File: config.mk
export PLATFORM = sky130hd
export DESIGN_NAME = vending_buyer_flat
export DESIGN_NICKNAME = d
export VERILOG_FILES = /design/src/rtl/vending_pkg.sv /design/src/rtl/vending_buyer_if.sv /design/src/rtl/vending_down_cnt.sv /design/src/rtl/vending_buyer.sv /design/src/flat_wrapper.sv
export SDC_FILE = /design/constraint.sdc
export NUM_CORES = 1
export LEC_CHECK = 0
export ABC_AREA = 1
export BUFFER_PORTS_ARGS = -buffer_cell sky130_fd_sc_hd__buf_2
export CAP_MARGIN = 20
export CORE_AREA = 3 3 131 70
export DETAILED_ROUTE_END_ITERATION = 8
export DIE_AREA = 0 0 134 73
export GPL_ROUTABILITY_DRIVEN = 0
export PLACE_DENSITY = 0.58
export RECOVER_POWER = 50
export SLEW_MARGIN = 5
export SYNTH_ARGS = -nofsm -noshare
export SYNTH_HDL_FRONTEND = slang
export SYNTH_SLANG_ARGS = --single-unit
File: constraint.sdc
create_clock -name sys_clk -period 3.95 [get_ports sys_clk]
set_input_delay 0.1975 -clock sys_clk [delete_from_list [all_inputs] [get_ports sys_clk]]
set_output_delay 0.1975 -clock sys_clk [all_outputs]
set_load 0.02 [all_outputs]
File: src/rtl/vending_pkg.sv
// vending_pkg: shared definitions for the customer-side vending buyer.
// Holds coin values and price (in half-yuan units), the status codes
// reported with po_done, and the one-hot FSM state encoding.
package vending_pkg;

    // Coin values and price expressed in half-yuan units.
    localparam logic [2:0] HALF_VAL  = 3'd1;
    localparam logic [2:0] ONE_VAL   = 3'd2;
    localparam logic [2:0] PRICE     = 3'd4;
    // Largest total that can ever be reached: 3 halves + 1 one, or 1 half + 2 ones.
    localparam logic [2:0] TOTAL_MAX = 3'd5;

    typedef enum logic [1:0] {
        ST_OK      = 2'b00,
        ST_INSUFF  = 2'b01,
        ST_TIMEOUT = 2'b10,
        ST_UNEXP   = 2'b11
    } status_t;

    typedef enum logic [4:0] {
        S_IDLE      = 5'b00001,
        S_INSERT    = 5'b00010,
        S_GAP       = 5'b00100,
        S_WAIT_COLA = 5'b01000,
        S_DONE      = 5'b10000
    } state_t;

endpackage

File: src/rtl/vending_buyer_if.sv
// vending_buyer_if: groups the purchase request, machine feedback and
// buyer result signals.
//   master: the buyer (drives coin pulses and results, reads requests/feedback)
//   slave : the environment (drives requests and machine feedback)
interface vending_buyer_if;
    logic       pi_start;
    logic [2:0] pi_half_cnt;
    logic [1:0] pi_one_cnt;
    logic       pi_cola;
    logic       pi_change_half;
    logic       po_money_half;
    logic       po_money_one;
    logic       po_busy;
    logic       po_done;
    logic [1:0] po_status;
    logic [2:0] po_left_half;
    logic [1:0] po_left_one;
    logic [7:0] po_cola_cnt;

    modport master (
        input  pi_start, pi_half_cnt, pi_one_cnt, pi_cola, pi_change_half,
        output po_money_half, po_money_one, po_busy, po_done, po_status,
               po_left_half, po_left_one, po_cola_cnt
    );

    modport slave (
        output pi_start, pi_half_cnt, pi_one_cnt, pi_cola, pi_change_half,
        input  po_money_half, po_money_one, po_busy, po_done, po_status,
               po_left_half, po_left_one, po_cola_cnt
    );
endinterface

File: src/rtl/vending_down_cnt.sv
// vending_down_cnt: loadable down-counter with a zero flag.
//   clk, rst_n : clock, async active-low reset
//   load       : load load_val (has priority over dec)
//   dec        : decrement by one, holding at zero
//   load_val   : value to load
//   zero       : count is zero
module vending_down_cnt #(
    parameter int WIDTH = 8
) (
    input  logic             clk,
    input  logic             rst_n,
    input  logic             load,
    input  logic             dec,
    input  logic [WIDTH-1:0] load_val,
    output logic             zero
);

    logic [WIDTH-1:0] count;

    // Load wins over decrement; the counter never wraps below zero.
    always_ff @(posedge clk or negedge rst_n) begin
        if (!rst_n) begin
            count <= '0;
        end else if (load) begin
            count <= load_val;
        end else if (dec && (count != '0)) begin
            count <= count - 1'b1;
        end
    end

    assign zero = (count == '0);

endmodule

File: src/rtl/vending_buyer.sv
// vending_buyer: customer-side driver for the vending machine coin inputs.
// On start it inserts half coins then one coins as single-cycle pulses until
// the price is covered, waits for the cola pulse, checks the change and
// reports status, unused coins and a saturating count of good purchases.
//   sys_clk, sys_rst_n : clock, async active-low reset
//   bus (master)       : request/feedback inputs and registered results
module vending_buyer #(
    parameter int GAP     = 1,
    parameter int TIMEOUT = 8
) (
    input  logic            sys_clk,
    input  logic            sys_rst_n,
    vending_buyer_if.master bus
);
    import vending_pkg::*;

    // Counter reload values: the counter reaches zero on the last cycle of
    // the gap / timeout window, so it is loaded with the length minus one.
    localparam logic [7:0] GAP_LOAD = (GAP > 0) ? 8'(GAP - 1) : 8'd0;
    localparam logic [7:0] TMO_LOAD = 8'(TIMEOUT - 1);

    state_t     state, state_n;
    status_t    status_q, status_n;
    logic [2:0] half_q, half_n, total_q, total_n, src_h, src_t, left_half_q;
    logic [1:0] one_q, one_n, src_o, left_one_q;
    logic [7:0] cola_cnt_q, cnt_val;
    logic       coin_half_q, coin_one_q, busy_q, done_q;
    logic       coin_half_n, coin_one_n, issue, enter_done;
    logic       cnt_load, cnt_dec, cnt_zero, abort;

    assign abort      = bus.pi_cola | bus.pi_change_half;
    assign enter_done = (state_n == S_DONE);

    vending_down_cnt #(.WIDTH(8)) u_timer (
        .clk      (sys_clk),
        .rst_n    (sys_rst_n),
        .load     (cnt_load),
        .dec      (cnt_dec),
        .load_val (cnt_val),
        .zero     (cnt_zero)
    );

    // Next-state logic. A coin is registered onto the line at the edge that
    // enters INSERT, so "issue" selects the count/total source that coin is
    // taken from; half coins always go before one coins.
    always_comb begin
        state_n     = state;
        status_n    = status_q;
        half_n      = half_q;
        one_n       = one_q;
        total_n     = total_q;
        issue       = 1'b0;
        src_h       = half_q;
        src_o       = one_q;
        src_t       = total_q;
        cnt_load    = 1'b0;
        cnt_dec     = 1'b0;
        cnt_val     = 8'd0;
        coin_half_n = 1'b0;
        coin_one_n  = 1'b0;
        case (state)
            S_IDLE: begin
                if (bus.pi_start) begin
                    half_n  = bus.pi_half_cnt;
                    one_n   = bus.pi_one_cnt;
                    total_n = 3'd0;
                    if ((bus.pi_half_cnt == 3'd0) && (bus.pi_one_cnt == 2'd0)) begin
                        state_n  = S_DONE;
                        status_n = ST_INSUFF;
                    end else begin
                        state_n = S_INSERT;
                        issue   = 1'b1;
                        src_h   = bus.pi_half_cnt;
                        src_o   = bus.pi_one_cnt;
                        src_t   = 3'd0;
                    end
                end
            end
            S_INSERT: begin
                if (abort) begin
                    state_n  = S_DONE;
                    status_n = ST_UNEXP;
                end else if (total_q >= PRICE) begin
                    state_n  = S_WAIT_COLA;
                    cnt_load = 1'b1;
                    cnt_val  = TMO_LOAD;
                end else if ((half_q != 3'd0) || (one_q != 2'd0)) begin
                    if (GAP > 0) begin
                        state_n  = S_GAP;
                        cnt_load = 1'b1;
                        cnt_val  = GAP_LOAD;
                    end else begin
                        issue = 1'b1;
                    end
                end else begin
                    state_n  = S_DONE;
                    status_n = ST_INSUFF;
                end
            end
            S_GAP: begin
                if (abort) begin
                    state_n  = S_DONE;
                    status_n = ST_UNEXP;
                end else if (cnt_zero) begin
                    state_n = S_INSERT;
                    issue   = 1'b1;
                end else begin
                    cnt_dec = 1'b1;
                end
            end
            S_WAIT_COLA: begin
                if (bus.pi_cola) begin
                    state_n  = S_DONE;
                    status_n = (bus.pi_change_half == (total_q == TOTAL_MAX)) ? ST_OK : ST_UNEXP;
                end else if (cnt_zero) begin
                    state_n  = S_DONE;
                    status_n = ST_TIMEOUT;
                end else begin
                    cnt_dec = 1'b1;
                end
            end
            S_DONE:  state_n = S_IDLE;
            default: state_n = S_IDLE;
        endcase
        if (issue) begin
            if (src_h != 3'd0) begin
                coin_half_n = 1'b1;
                half_n      = src_h - 3'd1;
                one_n       = src_o;
                total_n     = src_t + HALF_VAL;
            end else begin
                coin_one_n = 1'b1;
                half_n     = src_h;
                one_n      = src_o - 2'd1;
                total_n    = src_t + ONE_VAL;
            end
        end
    end

    // State and registered outputs. Results are captured only on entry to
    // DONE so they stay stable until the next purchase finishes.
    always_ff @(posedge sys_clk or negedge sys_rst_n) begin
        if (!sys_rst_n) begin
            state       <= S_IDLE;
            status_q    <= ST_OK;
            half_q      <= 3'd0;
            one_q       <= 2'd0;
            total_q     <= 3'd0;
            coin_half_q <= 1'b0;
            coin_one_q  <= 1'b0;
            busy_q      <= 1'b0;
            done_q      <= 1'b0;
            left_half_q <= 3'd0;
            left_one_q  <= 2'd0;
            cola_cnt_q  <= 8'd0;
        end else begin
            state       <= state_n;
            half_q      <= half_n;
            one_q       <= one_n;
            total_q     <= total_n;
            coin_half_q <= coin_half_n;
            coin_one_q  <= coin_one_n;
            busy_q      <= (state_n == S_INSERT) || (state_n == S_GAP) || (state_n == S_WAIT_COLA);
            done_q      <= enter_done;
            if (enter_done) begin
                status_q    <= status_n;
                left_half_q <= half_n;
                left_one_q  <= one_n;
                if ((status_n == ST_OK) && (cola_cnt_q != 8'hFF)) begin
                    cola_cnt_q <= cola_cnt_q + 8'd1;
                end
            end
        end
    end

    assign bus.po_money_half = coin_half_q;
    assign bus.po_money_one  = coin_one_q;
    assign bus.po_busy       = busy_q;
    assign bus.po_done       = done_q;
    assign bus.po_status     = status_q;
    assign bus.po_left_half  = left_half_q;
    assign bus.po_left_one   = left_one_q;
    assign bus.po_cola_cnt   = cola_cnt_q;

endmodule

File: src/flat_wrapper.sv
// flat-port wrapper written by rule: the top's interface ports become plain ports
module vending_buyer_flat import vending_pkg::*;
#(
    parameter int GAP     = 1,
    parameter int TIMEOUT = 8
)
  (sys_clk, sys_rst_n, bus_pi_start, bus_pi_half_cnt, bus_pi_one_cnt, bus_pi_cola, bus_pi_change_half, bus_po_money_half, bus_po_money_one, bus_po_busy, bus_po_done, bus_po_status, bus_po_left_half, bus_po_left_one, bus_po_cola_cnt);
  vending_buyer_if bus_i ();
  input  logic sys_clk;
  input  logic sys_rst_n;
  input wire logic [$bits(bus_i.pi_start)-1:0] bus_pi_start;
  input wire logic [$bits(bus_i.pi_half_cnt)-1:0] bus_pi_half_cnt;
  input wire logic [$bits(bus_i.pi_one_cnt)-1:0] bus_pi_one_cnt;
  input wire logic [$bits(bus_i.pi_cola)-1:0] bus_pi_cola;
  input wire logic [$bits(bus_i.pi_change_half)-1:0] bus_pi_change_half;
  output wire logic [$bits(bus_i.po_money_half)-1:0] bus_po_money_half;
  output wire logic [$bits(bus_i.po_money_one)-1:0] bus_po_money_one;
  output wire logic [$bits(bus_i.po_busy)-1:0] bus_po_busy;
  output wire logic [$bits(bus_i.po_done)-1:0] bus_po_done;
  output wire logic [$bits(bus_i.po_status)-1:0] bus_po_status;
  output wire logic [$bits(bus_i.po_left_half)-1:0] bus_po_left_half;
  output wire logic [$bits(bus_i.po_left_one)-1:0] bus_po_left_one;
  output wire logic [$bits(bus_i.po_cola_cnt)-1:0] bus_po_cola_cnt;
  assign bus_i.pi_start = bus_pi_start;
  assign bus_i.pi_half_cnt = bus_pi_half_cnt;
  assign bus_i.pi_one_cnt = bus_pi_one_cnt;
  assign bus_i.pi_cola = bus_pi_cola;
  assign bus_i.pi_change_half = bus_pi_change_half;
  assign bus_po_money_half = bus_i.po_money_half;
  assign bus_po_money_one = bus_i.po_money_one;
  assign bus_po_busy = bus_i.po_busy;
  assign bus_po_done = bus_i.po_done;
  assign bus_po_status = bus_i.po_status;
  assign bus_po_left_half = bus_i.po_left_half;
  assign bus_po_left_one = bus_i.po_left_one;
  assign bus_po_cola_cnt = bus_i.po_cola_cnt;
  vending_buyer #(.GAP(GAP), .TIMEOUT(TIMEOUT)) u_core (.sys_clk(sys_clk), .sys_rst_n(sys_rst_n), .bus(bus_i));
endmodule
==> metrics.txt, run 1 <==
# TYPE chip_impl_metric gauge
chip_impl_info{name="status",value="finished, violations left"} 1
chip_impl_info{name="failed_checks",value="max-capacitance violations, max-slew violations"} 1
chip_impl_metric{name="clock_sinks",unit=""} 40
chip_impl_metric{name="final_max_slew_viol_count",unit=""} 41
chip_impl_info{name="crit_path_end_kind",value="flip-flop"} 1
chip_impl_info{name="min-delay-path-class",value="input pin to flip-flop"} 1
chip_impl_metric{name="clock-skew-final",unit="ps"} 7.67
chip_impl_metric{name="static-leakage-power",unit="nW"} 1.47
chip_impl_info{name="rsz_0062_raised_after_global_routing",value="false"} 1
chip_impl_info{name="root_buffer",value="clkbuf_16"} 1
chip_impl_metric{name="swShare",unit="%"} 41.9
chip_impl_metric{name="cts_setup_buffers",unit=""} 0
chip_impl_metric{name="die_height",unit="µm"} 73
chip_impl_metric{name="synthDominantCellAreaShare",unit="%"} 40.5
chip_impl_metric{name="power.internal",unit="mW"} 1.08
chip_impl_metric{name="synth_cell_type_count",unit=""} 35
chip_impl_metric{name="syn_nets",unit=""} 322
chip_impl_metric{name="grtUsageTotal",unit="%"} 11.9
chip_impl_metric{name="min_period",unit="ps"} 2710
chip_impl_metric{name="avgSynthCellArea",unit="µm²"} 7.88
chip_impl_info{name="cts_tree",value="yes"} 1
chip_impl_metric{name="placementRows",unit=""} 23
chip_impl_metric{name="timing.critical_path.arrival",unit="ps"} 2890
chip_impl_metric{name="seqPwrFrac",unit="%"} 32.2
chip_impl_metric{name="die_area",unit="mm²"} 0.00978
chip_impl_info{name="cp_top_family",value="simple AND/OR/NAND/NOR gates"} 1
chip_impl_metric{name="power.share.clock",unit="%"} 24.8
chip_impl_metric{name="postSynthCellCount",unit=""} 306
chip_impl_info{name="timing.critical_path.from_type",value="flip-flop"} 1
chip_impl_metric{name="grt_antenna_before_repair",unit=""} 0
chip_impl_metric{name="core_area",unit="mm²"} 0.00797
chip_impl_info{name="mostFrequentLayoutCell",value="nand2_1"} 1
chip_impl_metric{name="setup_violations",unit=""} 0
chip_impl_metric{name="drc_errors",unit=""} 0
chip_impl_metric{name="grt_start_max_net_pins",unit=""} 41
chip_impl_info{name="ys_dominant_reg_cell",value="dfrtp_1"} 1
chip_impl_metric{name="areaGrowthSynthToFinish",unit="%"} 17.1
chip_impl_info{name="post_synth_main_area_contributors",value="dfrtp_1 (40%), nand2_1 (12%), inv_1 (6.9%), nor2_1 (3.7%), nand3_1 (3.5%)"} 1
chip_impl_metric{name="grt_remaining_overflow",unit=""} 0
chip_impl_metric{name="max_freq",unit="GHz"} 0.369
chip_impl_metric{name="clock_pin_slew_on_the_worst_setup_and_hold_paths",unit="ps"} 60
chip_impl_info{name="layout.cells.most_common_list",value="nand2_1 (79), inv_1 (44), dfrtp_1 (39)"} 1
chip_impl_metric{name="pwr-share-comb",unit="%"} 43.1
chip_impl_metric{name="power_density",unit="mW/mm²"} 661
chip_impl_metric{name="tightest_slew",unit="ps"} 2260
chip_impl_metric{name="cts_hold_buf",unit=""} 0
chip_impl_metric{name="switchingPower",unit="µW"} 783
chip_impl_metric{name="final_count_of_hold_timing_violations",unit=""} 0
chip_impl_metric{name="port-buffer-count",unit=""} 28
chip_impl_metric{name="floorplan.initialDensity",unit="%"} 30.2
chip_impl_metric{name="setup_total_negative_slack",unit="ps"} 0
chip_impl_metric{name="postPlaceCellArea",unit="mm²"} 0.00267
chip_impl_metric{name="critPathMaxStageDelay",unit="ps"} 530
chip_impl_metric{name="synth_area",unit="mm²"} 0.00241
chip_impl_metric{name="clock_tree.htree_level_count",unit=""} 2
chip_impl_metric{name="finalInstanceArea",unit="mm²"} 0.00282
chip_impl_metric{name="synthesis.yosys.warnings",unit=""} 0
chip_impl_metric{name="crit_buf_inv",unit=""} 4
chip_impl_metric{name="antenna_cells",unit=""} 0
chip_impl_metric{name="routed_vias_inst",unit=""} 4.47
chip_impl_metric{name="synth-edff-count",unit=""} 0
chip_impl_info{name="timing.critical_path.cells",value="nand2_1 -> nor2_1 -> nand3_2 -> inv_1 -> o21ai_0 -> o21bai_1 -> inv_1 -> ha_1 -> ha_1 -> inv_1 -> nor2_1 -> nand2_2 -> xor2_1 -> inv_1"} 1
chip_impl_metric{name="max_cap_viol_count",unit=""} 1
chip_impl_metric{name="seq_area_frac_synth",unit="%"} 41.6
chip_impl_metric{name="top_level_ports",unit=""} 29
chip_impl_metric{name="synth-seq-cells",unit=""} 40
chip_impl_metric{name="clock_latency",unit="ps"} 280
chip_impl_metric{name="vias",unit=""} 2020
chip_impl_metric{name="grt_pass1_vias",unit=""} 1927
chip_impl_info{name="slowest_stage_cell_on_the_critical_path",value="dfstp_2"} 1
chip_impl_metric{name="post_synth_arst_share",unit="%"} 100
chip_impl_metric{name="die_width",unit="µm"} 134
chip_impl_metric{name="final_cycle_utilization_of_the_critical_path",unit="%"} 68.7
chip_impl_metric{name="drtIter0Drc",unit=""} 118
chip_impl_metric{name="postRouteWirelength",unit="µm"} 5390
chip_impl_metric{name="maxSlewHeadroom",unit="%"} -50.9
chip_impl_metric{name="drtPass1Iterations",unit=""} 4
chip_impl_metric{name="finish.net_count",unit=""} 355
chip_impl_metric{name="cp_max_fo",unit=""} 7
chip_impl_metric{name="grt_first_pass_wirelength",unit="µm"} 9340
chip_impl_metric{name="post_cts_resize_count",unit=""} 0
chip_impl_metric{name="numCtsBuffers",unit=""} 5
chip_impl_info{name="worst_path_most_repeated_cell",value="inv_1"} 1
chip_impl_metric{name="drive_above_1_share",unit="%"} 16.2
chip_impl_metric{name="instances_no_fill",unit=""} 452
chip_impl_info{name="synth.largest_area_cell",value="dfrtp_1"} 1
chip_impl_metric{name="critPathRequiredTime",unit="ps"} 4120
chip_impl_metric{name="antenna_violating_nets_post_route",unit=""} 0
chip_impl_metric{name="max_buffers_root_to_sink",unit=""} 2
chip_impl_metric{name="hpwl",unit="µm"} 3990
chip_impl_metric{name="placedCellCount",unit=""} 444
chip_impl_metric{name="peakVddDrop",unit="mV"} 0.216
chip_impl_info{name="worst_setup_path_type",value="flip-flop to flip-flop"} 1
chip_impl_metric{name="wl_per_cell",unit="µm"} 11.9
## logic make-up (layout without fill, tap and decap cells)
kind of cell               Yosys count  in the layout  synth area share [%]
AOI/OAI and AO/OA                   32             32                  7.47
xor gates and xnor gates            10             10                  3.63
adders and majority gates            6              6                  3.11
buffers and inverters               49             83                  8.46
DFF                                 40             40                  41.6
and+or+nand+nor                    169            169                  35.8
## power groups by stage
| stage | clock (mW) | combinational, mW | sequential [mW] |
|---|---|---|---|
| after floorplan | 0 | 0.577 | 0.652 |
| after global placement | 0 | 0.813 | 0.606 |
| after detailed placement | 0 | 0.813 | 0.607 |
| after CTS | 0.474 | 0.819 | 0.599 |
| after global routing | 0.494 | 0.917 | 0.617 |
| final | 0.462 | 0.804 | 0.601 |
## flip-flops by register name, summed over array words and instances (netlist names)
name,flops
u_core.bus.po_cola_cnt,8
u_core.bus.po_status,2
u_core.total_q,3
u_core.u_timer.count,8
u_core.bus.po_busy,1
u_core.bus.po_left_one,2
u_core.one_q,2
u_core.state,5
u_core.bus.po_money_half,1
u_core.bus.po_done,1
u_core.half_q,3
u_core.bus.po_left_half,3
u_core.bus.po_money_one,1
## final timing paths
kind | from | end | slack [ps] | depth (start not counted)
setup reg to reg | u_core.state[0] | u_core.one_q[1] | 1240 | 14
min in group asynchronous | sys_rst_n | u_core.bus.po_done | 590 | 1
max in group asynchronous | sys_rst_n | u_core.u_timer.count[4] | 2070 | 1
setup / recovery | u_core.state[0] | u_core.one_q[1] | 1240 | 14
hold reg to reg | u_core.bus.po_left_half[0] | u_core.bus.po_left_half[0] | 480 | 2
hold / removal | bus_pi_start | u_core.state[0] | 320 | 4
## metrics by stage
step | hold slack, ps | setup WS, ps | power [mW] | util, %
global placement | 397 | 1380 | 1.42 | 33.5
CTS | 95.3 | 1240 | 1.89 | 35.6
global route | 328 | 934 | 2.03 | 35.4
detailed placement | 396 | 1250 | 1.42 | 33.5
floorplan | -98.1 | 1570 | 1.23 | -
finish | 323 | 1240 | 1.87 | 35.4
## metal layers
layer	vias up	track usage, %	part of all wire (%)
met5	-	0	0
met4	0	2.85	0.85
met3	4	3.17	3.8
met2	28	18.1	42
met1	937	16.9	53
li1	1051	-	-
## cell type report
| type | count | area, µm² |
|---|---|---|
| multi-input cells | 217 | 1200 |
| clock inverters | 3 | 42.5 |
| flip-flops and latches | 40 | 1000 |
| repair buffers | 28 | 128 |
| inverters | 47 | 181 |
| fillers | 844 | 5150 |
| well taps | 112 | 140 |
| clock buffers | 5 | 125 |
## cells in the mapped netlist, drive strengths merged (2+ instances only)
master	n
nor2	35
nand2	85
buf	2
and3	3
ha	6
nand3	22
dfrtp	39
clkinv	2
a21oi	8
o21ai	17
nor3	10
nand4	13
xnor2	3
o211ai	3
inv	45
xor2	7
## worst reg2reg max path, stage by stage, from the launching register on
cell and delay (ps):
dfstp_2 530, nand2_1 50, nor2_1 150, nand3_2 170, inv_1 200, o21ai_0 170
o21bai_1 220, inv_1 70, ha_1 170, ha_1 260, inv_1 130, nor2_1 220
nand2_2 90, xor2_1 130, inv_1 50
Note: power is estimated with default switching activity, not from simulation.
==> run 2, diff against run 1 <==
--- a/config.mk
+++ b/config.mk
@@ -5,12 +5,12 @@
 export SDC_FILE = /design/constraint.sdc
 export NUM_CORES = 1
 export LEC_CHECK = 0
-export ABC_AREA = 1
+export ABC_AREA = 0
 export BUFFER_PORTS_ARGS = -buffer_cell sky130_fd_sc_hd__buf_2
 export CAP_MARGIN = 20
-export CORE_AREA = 3 3 131 70
+export CORE_AREA = 3 3 127 68
 export DETAILED_ROUTE_END_ITERATION = 8
-export DIE_AREA = 0 0 134 73
+export DIE_AREA = 0 0 130 71
 export GPL_ROUTABILITY_DRIVEN = 0
 export PLACE_DENSITY = 0.58
 export RECOVER_POWER = 50
==> constraint.sdc (replaced) <==
create_clock -name sys_clk -period 2.7 [get_ports sys_clk]
set_input_delay 0.135 -clock sys_clk [delete_from_list [all_inputs] [get_ports sys_clk]]
set_output_delay 0.135 -clock sys_clk [all_outputs]
set_load 0.02 [all_outputs]
==> metrics.txt, run 2 <==
# TYPE chip_impl_metric gauge
chip_impl_metric{name="grt_antenna_before_repair",unit=""} 0
chip_impl_metric{name="core_area",unit="mm²"} 0.00774
chip_impl_info{name="worst_hold_startpoint",value="bus_pi_cola"} 1
chip_impl_metric{name="antenna_cells",unit=""} 0
chip_impl_metric{name="swShare",unit="%"} 38.4
chip_impl_metric{name="clock_sinks",unit=""} 40
chip_impl_metric{name="grt_pass1_vias",unit=""} 1663
chip_impl_metric{name="die_height",unit="µm"} 71
chip_impl_metric{name="max_freq",unit="GHz"} 0.380
chip_impl_metric{name="routed_vias_inst",unit=""} 4.99
chip_impl_info{name="ys_dominant_reg_cell",value="dfrtp_1"} 1
chip_impl_metric{name="synthDominantCellAreaShare",unit="%"} 43.5
chip_impl_info{name="timing.rr.start",value="u_core.state[0]"} 1
chip_impl_metric{name="drc_errors",unit=""} 0
chip_impl_metric{name="postRouteWirelength",unit="µm"} 5540
chip_impl_metric{name="final_cycle_utilization_of_the_critical_path",unit="%"} 97.5
chip_impl_metric{name="grt_remaining_overflow",unit=""} 0
chip_impl_info{name="synthMostInstantiatedCell",value="dfrtp_1"} 1
chip_impl_info{name="failed_checks",value="max-capacitance violations, max-slew violations"} 1
chip_impl_metric{name="peakVddDrop",unit="mV"} 0.348
chip_impl_info{name="hold-path-endpoint",value="u_core.bus.po_status[0]"} 1
chip_impl_metric{name="top_level_ports",unit=""} 29
chip_impl_metric{name="clock_pin_slew_on_the_worst_setup_and_hold_paths",unit="ps"} 60
chip_impl_metric{name="wl_per_cell",unit="µm"} 15.1
chip_impl_metric{name="final_max_slew_viol_count",unit=""} 41
chip_impl_info{name="crit_path_end_kind",value="flip-flop"} 1
chip_impl_info{name="worst_setup_path_type",value="flip-flop to flip-flop"} 1
chip_impl_metric{name="post_cts_resize_count",unit=""} 0
chip_impl_metric{name="tightest_slew",unit="ps"} 2250
chip_impl_metric{name="die_width",unit="µm"} 130
chip_impl_info{name="timing.rr.end",value="u_core.bus.po_left_one[0]"} 1
chip_impl_metric{name="power.share.clock",unit="%"} 22.1
chip_impl_metric{name="placementRows",unit=""} 23
chip_impl_info{name="layout.cells.most_common_list",value="dfrtp_1 (38), nor2_1 (21), buf_2 (18)"} 1
chip_impl_metric{name="floorplan.initialDensity",unit="%"} 29.0
chip_impl_metric{name="setup_violations",unit=""} 0
chip_impl_metric{name="synth_area",unit="mm²"} 0.00225
chip_impl_metric{name="whs_path_depth",unit=""} 3
chip_impl_info{name="cts_tree",value="yes"} 1
chip_impl_metric{name="clock-skew-final",unit="ps"} 6.37
chip_impl_metric{name="avgSynthCellArea",unit="µm²"} 9.81
chip_impl_metric{name="max_cap_viol_count",unit=""} 1
chip_impl_metric{name="areaGrowthSynthToFinish",unit="%"} 21.0
chip_impl_metric{name="timing.critical_path.arrival",unit="ps"} 2800
chip_impl_metric{name="postSynthCellCount",unit=""} 229
chip_impl_info{name="post_synth_main_area_contributors",value="dfrtp_1 (43%), o21ai_0 (3.6%), nor2_1 (3.5%), ha_1 (3.3%), xnor2_1 (2.7%)"} 1
chip_impl_metric{name="cts_hold_buf",unit=""} 0
chip_impl_metric{name="pwr-share-comb",unit="%"} 43.0
chip_impl_metric{name="setup.reg_to_reg.worst_slack",unit="ps"} 70
chip_impl_info{name="synth_top_family_by_area",value="simple AND/OR/NAND/NOR gates"} 1
chip_impl_info{name="ys_top_cells_by_count",value="dfrtp_1 (39), nor2_1 (21), o21ai_0 (16), nand2_1 (13), inv_1 (12)"} 1
chip_impl_metric{name="clock_tree.htree_level_count",unit=""} 2
chip_impl_metric{name="post_synth_mux_area_share",unit="%"} 5.35
chip_impl_metric{name="worstRegToRegCells",unit=""} 9
chip_impl_info{name="mostFrequentLayoutCell",value="dfrtp_1"} 1
chip_impl_metric{name="post_synth_arst_share",unit="%"} 100
chip_impl_metric{name="seqPwrFrac",unit="%"} 34.9
chip_impl_metric{name="syn_nets",unit=""} 245
chip_impl_metric{name="drive_above_1_share",unit="%"} 24.3
chip_impl_metric{name="hold-worst-slack",unit="ps"} 169
chip_impl_metric{name="finish.net_count",unit=""} 283
chip_impl_metric{name="grt_start_max_net_pins",unit=""} 41
chip_impl_metric{name="hpwl",unit="µm"} 4170
chip_impl_metric{name="maxSlewHeadroom",unit="%"} -49.9
chip_impl_metric{name="antenna_violating_nets_post_route",unit=""} 0
chip_impl_metric{name="fin_util",unit="%"} 35.1
chip_impl_metric{name="static-leakage-power",unit="nW"} 1.22
chip_impl_metric{name="seq_area_frac_synth",unit="%"} 44.6
chip_impl_metric{name="drtPass1Iterations",unit=""} 4
chip_impl_metric{name="synth_xor_xnor_area_share",unit="%"} 4.29
chip_impl_info{name="synth.largest_area_cell",value="dfrtp_1"} 1
chip_impl_info{name="root_buffer",value="clkbuf_16"} 1
chip_impl_info{name="status",value="finished, violations left"} 1
chip_impl_metric{name="grt_first_pass_wirelength",unit="µm"} 8980
chip_impl_metric{name="cp_max_fo",unit=""} 5
chip_impl_metric{name="power_density",unit="mW/mm²"} 947
chip_impl_metric{name="min_period",unit="ps"} 2630
chip_impl_metric{name="synth-edff-count",unit=""} 0
chip_impl_metric{name="yosys.area_share.simple",unit="%"} 19.6
chip_impl_metric{name="synth_cell_type_count",unit=""} 57
chip_impl_metric{name="max_buffers_root_to_sink",unit=""} 2
chip_impl_metric{name="grtUsageTotal",unit="%"} 12.7
chip_impl_metric{name="synthesis.yosys.warnings",unit=""} 0
chip_impl_metric{name="final_count_of_hold_timing_violations",unit=""} 0
chip_impl_metric{name="vias",unit=""} 1832
chip_impl_metric{name="critPathRequiredTime",unit="ps"} 2870
chip_impl_metric{name="port-buffer-count",unit=""} 28
chip_impl_metric{name="power.internal",unit="mW"} 1.58
chip_impl_metric{name="synth-compound-area-share",unit="%"} 18.4
chip_impl_metric{name="switchingPower",unit="µW"} 989
chip_impl_info{name="min-delay-path-class",value="input pin to flip-flop"} 1
chip_impl_metric{name="cts_setup_buffers",unit=""} 0
chip_impl_metric{name="numCtsBuffers",unit=""} 5
chip_impl_metric{name="synth-seq-cells",unit=""} 40
chip_impl_metric{name="drtIter0Drc",unit=""} 99
chip_impl_metric{name="adder_and_majority_cell_fraction_of_the_synthesized_area",unit="%"} 3.34
chip_impl_metric{name="die_area",unit="mm²"} 0.00923
chip_impl_metric{name="clock_latency",unit="ps"} 280
chip_impl_info{name="timing.critical_path.from_type",value="flip-flop"} 1
run 2: changes by cell type in the layout (fill, tap and decap cells not counted), moves of 6 or more:
cell and delta:
nand4_1 -6, nand3_1 -13, buf_4 +13, inv_1 -33, nand2_1 -66
run 2: area by class of cell:
class | instances | area [µm²]
Clock buffer | 6 | 129
Clock inverter | 1 | 5.00
Tap cell | 100 | 125
Timing Repair Buffer | 41 | 225
Inverter | 13 | 48.8
Multi-Input combinational cell | 166 | 1180
Sequential cell | 40 | 1000
Fill cell | 792 | 5020
run 2: worst max path at each step:
stage          cells after the start          startpoint                   endpoint
2_1_floorplan                     11     u_core.state[0]  u_core.bus.po_left_one[0]
3_3_place_gp                       9     u_core.state[2]  u_core.bus.po_left_one[0]
3_5_place_dp                      10  bus_pi_half_cnt[0]  u_core.bus.po_left_one[0]
4_1_cts                            9     u_core.state[2]  u_core.bus.po_left_one[0]
5_1_grt                            9     u_core.state[0]  u_core.bus.po_left_one[0]
6_report                           9     u_core.state[0]  u_core.bus.po_left_one[0]
run 2: metrics by stage:
step / setup WS, ps / instances / total power, mW / setup TNS, ps / area [µm²]
CTS: 18.6 / 367 / 2.57 / 0 / 2710
global placement: 95.9 / 360 / 1.99 / 0 / 2580
detailed placement: 32.9 / 360 / 1.98 / 0 / 2580
global route: -6.77 / 367 / 2.74 / -6.77 / 2720
floorplan: 1.13 / 229 / 1.69 / 0 / 2300
finish: 66.9 / 367 / 2.57 / 0 / 2720
run 2: cell families after synthesis:
group | after synthesis
AO/OA/AOI/OAI | 57
XOR/XNOR | 11
adder cells (fa/ha/maj) | 6
buffers and inverters | 23
flip-flops | 40
multiplexers | 10
AND/OR/NAND/NOR | 82
run 2: power by group through the flow:
stage          clock network (mW)  registers (mW)  logic [mW]
4_1_cts                     0.583           0.893        1.09
6_report                    0.570           0.898        1.11
3_5_place_dp                    0           0.899        1.08
5_1_grt                     0.602           0.924        1.22
3_3_place_gp                    0           0.902        1.08
2_1_floorplan                   0           0.936       0.751
run 2: layer usage:
metal,part of all wire [%],vias to the layer above,global-route usage (%)
met5,0,-,0
met4,0.63,0,3.69
met3,7.3,5,4.30
li1,-,922,-
met1,57,837,21.0
met2,35,68,14.6
run 2: worst max-delay path: stages (launching register included):
cell and delay [ps]:
dfstp_2 520, and3b_2 210, o211ai_1 180, a22oi_2 220, ha_2 240, ha_4 180, inv_2 40, o311a_1 340
a311o_1 320, mux2_4 270
